### config.mk
export PLATFORM = sky130hd
export DESIGN_NAME = pic_inta_sequencer
export DESIGN_NICKNAME = d
export VERILOG_FILES = /design/src/rtl/pic_inta_sequencer.sv
export SDC_FILE = /design/constraint.sdc
export NUM_CORES = 1
export LEC_CHECK = 0
export BUFFER_PORTS_ARGS = -buffer_cell sky130_fd_sc_hd__buf_2
export CORE_MARGIN = 2
export CORE_UTILIZATION = 51
export DETAILED_ROUTE_END_ITERATION = 16
export PLACE_DENSITY = 0.78
export SLEW_MARGIN = 25
export SYNTH_ARGS = -nofsm -noshare
export SYNTH_HDL_FRONTEND = slang
export SYNTH_SLANG_ARGS = --single-unit
### constraint.sdc
create_clock -name clock -period 2 [get_ports clock]
set_input_delay 0.2 -clock clock [delete_from_list [all_inputs] [get_ports clock]]
set_output_delay 0.2 -clock clock [all_outputs]
set_load 0.05 [all_outputs]
### src/rtl/pic_inta_sequencer.sv
// pic_inta_sequencer: 8086-mode INTA agent placed after the 8259A PIC.
// Synchronizes INT, drives two INTA pulses, then hands the captured vector
// to the core over a valid/ready handshake and counts the handshakes.
// Ports:
//   clock, reset            - single clock, synchronous active-high reset
//   interrupt_enable        - CPU IF flag, gates only the start of a sequence
//   interrupt_to_cpu        - asynchronous INT from the PIC
//   interrupt_acknowledge_n - registered, active-low INTA to the PIC
//   pic_data_bus(_io)       - PIC data bus and direction (0 = PIC driving)
//   vector/_valid/_ready    - captured vector handshake toward the core
//   vector_error            - PIC was not driving the bus at capture
//   ack_count               - completed handshakes, wraps at 2^16
module pic_inta_sequencer #(
    parameter int PULSE_WIDTH = 2,
    parameter int GAP         = 2
) (
    input  logic       clock,
    input  logic       reset,
    input  logic       interrupt_enable,
    input  logic       interrupt_to_cpu,
    output logic       interrupt_acknowledge_n,
    input  logic [7:0] pic_data_bus,
    input  logic       pic_data_bus_io,
    output logic [7:0] vector,
    output logic       vector_valid,
    input  logic       vector_ready,
    output logic       vector_error,
    output logic [15:0] ack_count
);

    // RECOVER lasts two extra cycles so a released INT has time to
    // drain through the synchronizer before IDLE looks at it again.
    localparam int RECOVER_LEN = GAP + 2;
    localparam int MAX_LEN =
        (PULSE_WIDTH > RECOVER_LEN) ? PULSE_WIDTH : RECOVER_LEN;
    localparam int CW = (MAX_LEN > 1) ? $clog2(MAX_LEN) : 1;

    // The counter holds "cycles remaining minus one" in each phase.
    localparam logic [CW-1:0] PW_LOAD  = CW'(PULSE_WIDTH - 1);
    localparam logic [CW-1:0] GAP_LOAD = CW'(GAP - 1);
    localparam logic [CW-1:0] REC_LOAD = CW'(RECOVER_LEN - 1);

    typedef enum logic [2:0] {
        IDLE,
        ACK1,
        GAP1,
        ACK2,
        HOLD,
        RECOVER
    } state_t;

    state_t        state_q, state_d;
    logic [CW-1:0] cnt_q, cnt_d;
    logic          sync1_q, sync1_d;
    logic          sync2_q, sync2_d;
    logic          inta_n_q, inta_n_d;
    logic          valid_q, valid_d;
    logic [7:0]    vector_q, vector_d;
    logic          error_q, error_d;
    logic [15:0]   ack_count_q, ack_count_d;

    logic cnt_last;
    logic accept;

    always_comb begin
        sync1_d     = interrupt_to_cpu;
        sync2_d     = sync1_q;
        state_d     = state_q;
        cnt_d       = cnt_q;
        vector_d    = vector_q;
        error_d     = error_q;
        ack_count_d = ack_count_q;
        cnt_last    = (cnt_q == '0);
        accept      = valid_q & vector_ready;

        unique case (state_q)
            IDLE: begin
                if (sync2_q && interrupt_enable) begin
                    state_d = ACK1;
                    cnt_d   = PW_LOAD;
                end
            end
            ACK1: begin
                if (cnt_last) begin
                    state_d = GAP1;
                    cnt_d   = GAP_LOAD;
                end else begin
                    cnt_d = cnt_q - 1'b1;
                end
            end
            GAP1: begin
                if (cnt_last) begin
                    state_d = ACK2;
                    cnt_d   = PW_LOAD;
                end else begin
                    cnt_d = cnt_q - 1'b1;
                end
            end
            ACK2: begin
                if (cnt_last) begin
                    // Only the second pulse carries the vector byte.
                    state_d  = HOLD;
                    vector_d = pic_data_bus;
                    error_d  = pic_data_bus_io;
                end else begin
                    cnt_d = cnt_q - 1'b1;
                end
            end
            HOLD: begin
                if (accept) begin
                    state_d     = RECOVER;
                    cnt_d       = REC_LOAD;
                    ack_count_d = ack_count_q + 16'd1;
                end
            end
            RECOVER: begin
                if (cnt_last) begin
                    state_d = IDLE;
                end else begin
                    cnt_d = cnt_q - 1'b1;
                end
            end
            default: begin
                state_d = IDLE;
            end
        endcase

        // Outputs decode the next state so they come straight from flops.
        inta_n_d = !((state_d == ACK1) || (state_d == ACK2));
        valid_d  = (state_d == HOLD);
    end

    always_ff @(posedge clock) begin
        if (reset) begin
            state_q     <= IDLE;
            cnt_q       <= '0;
            sync1_q     <= 1'b0;
            sync2_q     <= 1'b0;
            inta_n_q    <= 1'b1;
            valid_q     <= 1'b0;
            vector_q    <= 8'h00;
            error_q     <= 1'b0;
            ack_count_q <= 16'h0000;
        end else begin
            state_q     <= state_d;
            cnt_q       <= cnt_d;
            sync1_q     <= sync1_d;
            sync2_q     <= sync2_d;
            inta_n_q    <= inta_n_d;
            valid_q     <= valid_d;
            vector_q    <= vector_d;
            error_q     <= error_d;
            ack_count_q <= ack_count_d;
        end
    end

    assign interrupt_acknowledge_n = inta_n_q;
    assign vector_valid            = valid_q;
    assign vector                  = vector_q;
    assign vector_error            = error_q;
    assign ack_count               = ack_count_q;

endmodule
Word-level counts from Yosys, hierarchy flattened
Index checks and enable logic that the tools add are counted.
{"block": "totals", "regBits": 34, "wordCells": 46, "out_inout_bits": 27, "input_bits": 14}
{"block": "classes", "n_reduce_logical": 11, "addsub": 2, "n_mux": 12, "bitwise": 1, "n_eq_ne": 11}
{"cell": "3-bit 2-to-1 mux", "n": 6}
{"cell": "3-bit one-hot mux with 6 select lines", "n": 1}
{"cell": "16-bit by 1-bit adder with 16-bit output, second input constant", "n": 1}
{"cell": "3-bit by 2-bit equality test with 1-bit output, second input constant", "n": 3}
{"cell": "3-bit equality test, second input constant", "n": 3}
{"cell": "2-bit 2-to-1 mux", "n": 4}
{"cell": "2-bit one-hot mux with 4 select lines", "n": 1}
{"cell": "3-bit by 1-bit equality test with 1-bit output, second input constant", "n": 2}
{"cell": "2-bit != test, second input constant", "n": 3}
{"cell": "2-bit AND reduction", "n": 2}
{"cell": "4-bit AND reduction", "n": 1}
{"cell": "4-bit nonzero test", "n": 1}
{"cell": "2-bit OR reduction", "n": 2}
{"cell": "3-bit logical NOT", "n": 1}
{"cell": "2-bit logical NOT", "n": 1}
{"cell": "2-bit by 1-bit subtractor with 2-bit output, second input constant", "n": 1}
{"cell": "1-bit AND", "n": 1}
{"cell": "1-bit logical AND", "n": 1}
{"cell": "1-bit logical NOT", "n": 1}
{"cell": "1-bit logical OR", "n": 1}

Depth between registers and ports, before layout
{"block": "depth", "depth_word": 6, "depth_mapped": 8, "mapped_depth_nobuf": 6}

Least setup slack after synthesis
OpenSTA, ideal clock, no wires.
{"block": "synth_path", "path_type": "reg-to-reg", "start": "register ack_count_q[2], in the netlist ack_count[2]", "end": "register ack_count_q[13], in the netlist ack_count[13]", "arrival_time_ns": 1.971, "setup_ns": 0.070, "setup_slack_ns": -0.041, "required_ns": 1.930, "n_path_buf": 1, "synth_period_minus_slack_ns": 2.041, "stages_incl_launch_ff": 6, "cell_sequence": "dfxtp_1 -> nand4bb_4 -> or3_1 -> buf_2 -> or4_1 -> a21oi_1"}
{"block": "synth_via", "elab_chain_len": 1}
{"element": "from (decl)", "line": "60", "text": "logic [15:0] ack_count_q, ack_count_d;"}
{"element": "from (signal assigned)", "line": "153", "text": "ack_count_q <= ack_count_d;"}
{"element": "16-bit by 1-bit adder with 16-bit output", "line": "113", "text": "ack_count_d = ack_count_q + 16'd1;"}
Every way passes these cells.
A chain may end at the register's enable or synchronous reset.

Worst setup path in the final report
{"block": "layout_path", "start": "register state_q[1]", "end": "register ack_count_q[15], in the netlist ack_count[15]"}
{"block": "layout_via", "elab_chain_len": 2}
{"element": "from (decl)", "line": "52", "text": "state_t state_q, state_d;"}
{"element": "from (signal assigned)", "line": "145", "text": "state_q <= state_d;"}
{"element": "3-bit equality test", "line": "76", "text": "unique case (state_q)"}
{"element": "2-bit AND reduction (no source line)"}
Every way passes these cells.

==> impl_metrics.prom <==
# TYPE chip_impl_metric gauge
chip_impl_info{name="endpoint_of_the_most_critical_register_to_register_path",value="ack_count[15]"} 1
chip_impl_metric{name="route.antenna.remaining_nets",unit=""} 0
chip_impl_metric{name="grt_overflow",unit=""} 0
chip_impl_metric{name="ir_worst_vdd",unit="mV"} 0.577
chip_impl_metric{name="final-setup-viol-count",unit=""} 0
chip_impl_metric{name="cts.repair_timing.setup_buffer_count",unit=""} 0
chip_impl_metric{name="power_leakage",unit="nW"} 0.722
chip_impl_metric{name="vias",unit=""} 1398
chip_impl_metric{name="post_synth_instance_area",unit="sq mm"} 0.00156
chip_impl_metric{name="synth_mux_area_share",unit="%"} 0
chip_impl_metric{name="totalPowerFinal",unit="mW"} 1.53
chip_impl_metric{name="grt_first_pass_wirelength",unit="um"} 5220
chip_impl_metric{name="yosysUniqueCellTypes",unit=""} 37
chip_impl_info{name="grt_setup_unrepaired",value="no"} 1
chip_impl_info{name="clockRootBuffer",value="clkbuf_4"} 1
chip_impl_metric{name="setup-tns-final",unit="ps"} 0
chip_impl_metric{name="yosysWarnings",unit=""} 0
chip_impl_metric{name="detailedPlacementHpwl",unit="um"} 2230
chip_impl_metric{name="floorplan.die.height",unit="um"} 59.2
chip_impl_info{name="startpoint",value="state_q[1]"} 1
chip_impl_metric{name="post_drt_via_cell_ratio",unit=""} 5.32
chip_impl_metric{name="reg2regPathDepth",unit=""} 4
chip_impl_metric{name="worst_ep_arrival_time",unit="ps"} 2040
chip_impl_metric{name="worst_pin_slew",unit="ps"} 564
chip_impl_metric{name="post_synthesis_compound_gate_area_fraction",unit="%"} 16.8
chip_impl_info{name="rr_startpoint",value="state_q[1]"} 1
chip_impl_info{name="cts_tree",value="done"} 1
chip_impl_metric{name="syn-num-nets",unit=""} 204
chip_impl_metric{name="synthXorXnorAreaFrac",unit="%"} 5.07
chip_impl_metric{name="final_period_minus_worst_setup_slack",unit="ps"} 1770
chip_impl_metric{name="slew_headroom",unit="%"} 61.4
chip_impl_metric{name="antenna-diode-count",unit=""} 0
chip_impl_metric{name="cap_violations",unit=""} 0
chip_impl_metric{name="yosys_register_bits",unit=""} 34
chip_impl_metric{name="clk_pin_slew",unit="ps"} 100
chip_impl_info{name="timing.hold.worst.class",value="in -> reg"} 1
chip_impl_metric{name="nFillCells",unit=""} 260
chip_impl_metric{name="drc",unit=""} 0
chip_impl_metric{name="hold_viol_final",unit=""} 0
chip_impl_metric{name="fin_worst_skew",unit="ps"} 6.16
chip_impl_info{name="crit_end",value="ack_count[15]"} 1
chip_impl_metric{name="placed_cells",unit=""} 255
chip_impl_metric{name="vias_in_the_first_global_route",unit=""} 1183
chip_impl_metric{name="routabilityCongestion",unit=""} 0.786
chip_impl_metric{name="holdBufCountCts",unit=""} 0
chip_impl_metric{name="detail_route.wl_per_cell",unit="um"} 11.9
chip_impl_metric{name="cp_max_fo",unit=""} 8
chip_impl_metric{name="post_route_cells_drive_above_1_share",unit="%"} 25.7
chip_impl_info{name="hp-start",value="interrupt_to_cpu"} 1
chip_impl_metric{name="cts_resized",unit=""} 0
chip_impl_metric{name="post_synth_inst_count",unit=""} 187
chip_impl_metric{name="finalHoldWorstSlack",unit="ps"} 66.1
chip_impl_metric{name="placementRows",unit=""} 20
chip_impl_metric{name="worstSkewPairLatency",unit="ps"} 340
chip_impl_info{name="synth_top_family_by_area",value="simple AND/OR/NAND/NOR gates"} 1
chip_impl_metric{name="synthesis.area_per_instance",unit="sq um"} 8.32
chip_impl_metric{name="synth_simple_gate_area_share",unit="%"} 27.8
chip_impl_metric{name="grt_max_degree",unit=""} 33
chip_impl_metric{name="worstPathRequired",unit="ps"} 2270
chip_impl_metric{name="gr-usage-all-layers",unit="%"} 19.7
chip_impl_metric{name="tritoncts_num_sinks",unit=""} 34
chip_impl_metric{name="nets",unit=""} 246
chip_impl_metric{name="fin_ws",unit="ps"} 229
chip_impl_info{name="startpoint_type",value="flip-flop"} 1
chip_impl_info{name="critPathKind",value="reg -> reg"} 1
chip_impl_metric{name="initial_utilization",unit="%"} 52.2
chip_impl_metric{name="antenna_found_initial",unit=""} 0
chip_impl_info{name="timing.critical_path.to_type",value="flip-flop"} 1
chip_impl_metric{name="finalNonFillerCells",unit=""} 263
chip_impl_metric{name="first_iter_violations",unit=""} 60
chip_impl_metric{name="drv_slew",unit=""} 0
chip_impl_info{name="status",value="finished clean"} 1
chip_impl_metric{name="syn2layout_area_growth",unit="%"} 19.8
chip_impl_metric{name="wl",unit="um"} 3140
chip_impl_info{name="commonest_cells_after_routing_fill_and_taps_aside",value="buf_2, dfxtp_1, nand2_1, a21oi_1, nor2_1"} 1
chip_impl_metric{name="pre_cts_slack",unit="ps"} 247
chip_impl_metric{name="cts-buffers-inserted",unit=""} 5
chip_impl_metric{name="number_of_detailed_route_iterations_in_the_first_pass",unit=""} 4
chip_impl_metric{name="buffer_ports.inserted",unit=""} 40
chip_impl_metric{name="power_per_cell_area",unit="mW/mm^2"} 820
chip_impl_metric{name="rrSetupSlack",unit="ps"} 230
chip_impl_metric{name="die_area",unit="sq mm"} 0.00351
chip_impl_info{name="most_common_library_cell_in_the_layout_ignoring_fill_and_taps",value="buf_2"} 1
chip_impl_metric{name="core-area",unit="sq mm"} 0.00298
chip_impl_metric{name="post_synthesis_share_of_cell_area_spent_on_full_adders_half_adders_and_majority_gates",unit="%"} 2.41
chip_impl_metric{name="h-tree-depth",unit=""} 2
chip_impl_metric{name="share_of_the_yosys_chip_area_belonging_to_registers",unit="%"} 43.8
chip_impl_metric{name="floorplan_die_width",unit="um"} 59.2
chip_impl_metric{name="final_critical_path_share_of_the_clock_period",unit="%"} 88.5
chip_impl_metric{name="num_io_pins",unit=""} 41
chip_impl_metric{name="maximum_clock_rate",unit="MHz"} 565
chip_impl_metric{name="clockBufferDepth",unit=""} 2
routing by layer:
layer  vias to the layer above  wire (um)  global-route usage [%]
li1                        745          -                       -
met1                       619       1490                    26.1
met2                        28       1480                    29.7
met3                         6        123                    6.55
met4                         0         53                    7.79
met5                         -          0                       0
synth_stat cells (all sizes together):
master / n / share of area, %
xor2: 1 / 0.56
nand2: 28 / 6.8
o21ai: 5 / 1.6
nor3: 4 / 1.3
o41ai: 1 / 0.56
a222oi: 1 / 0.64
o31ai: 5 / 2.4
and4: 1 / 0.56
nand2b: 3 / 1.2
a211o: 1 / 0.56
nor4: 3 / 1.2
o21a: 2 / 0.97
a21o: 1 / 0.48
nor2: 13 / 3.1
a311oi: 1 / 0.56
inv: 6 / 1.4
nand4b: 2 / 1.1
a21oi: 22 / 7.1
buf: 1 / 0.32
nand4: 3 / 1.2
or3: 3 / 1.2
xnor2: 8 / 4.5
or2: 3 / 1.2
a31oi: 1 / 0.40
ha: 3 / 2.4
a2111oi: 1 / 0.56
nand4bb: 1 / 1.8
dfxtp: 34 / 44
nand3: 4 / 1.3
clkbuf: 10 / 2.4
nor2b: 5 / 2.0
nor3b: 2 / 0.97
and3: 1 / 0.40
or4: 5 / 2.4
a211oi: 1 / 0.48
o211ai: 1 / 0.48
worst min path at each step:
stage	endpoint	slack (ps)	cells after the start
after floorplan	sync1_q	270	1
after global placement	sync1_q	410	2
after detailed placement	sync1_q	420	2
after CTS	sync1_q	60	2
after global routing	sync1_q	60	2
final	sync1_q	70	2
power by group:
group | switching (mW) | internal (mW) | total [mW] | leakage [nW]
registers | 0.0187 | 0.718 | 0.736 | 0.276
clock network | 0.228 | 0.170 | 0.398 | 0.0353
logic | 0.244 | 0.150 | 0.393 | 0.411
critical path, cell delays in order, from the launching register on:
cell	delay, ps
dfxtp_1	320
nand4bb_4	230
or3_1	470
or4_1	530
a21oi_1	150
metrics by stage:
stage	instance area [sq um]	util, %
floorplan	1560	-
finish	1860	62.6
global placement	1800	60.5
CTS	1860	62.6
global route	1860	62.6
detailed placement	1800	60.5
registers in the layout (all words and copies together), names as in the netlist, 2 cells and up:
name	count
ack_count	16
cnt_q	2
state_q	3
vector	8
layout make-up:
class | count | area (sq um) | area share, %
Clock buffer | 7 | 55.1 | 2.95
Clock inverter | 1 | 5.00 | 0.269
Inverter | 6 | 22.5 | 1.21
Multi-Input combinational cell | 136 | 810 | 43.5
Sequential cell | 34 | 684 | 36.7
Tap cell | 33 | 41.3 | 2.22
Timing Repair Buffer | 46 | 245 | 13.2
cell families (layout without fill, tap and decap cells):
kind of cell / Yosys count / in the layout
flops: 34 / 34
xor+xnor: 9 / 9
buf+inv: 17 / 60
compound gates: 43 / 43
fa+ha+maj: 3 / 3
simple gates: 81 / 81
Note: power is estimated with default switching activity, not from simulation.
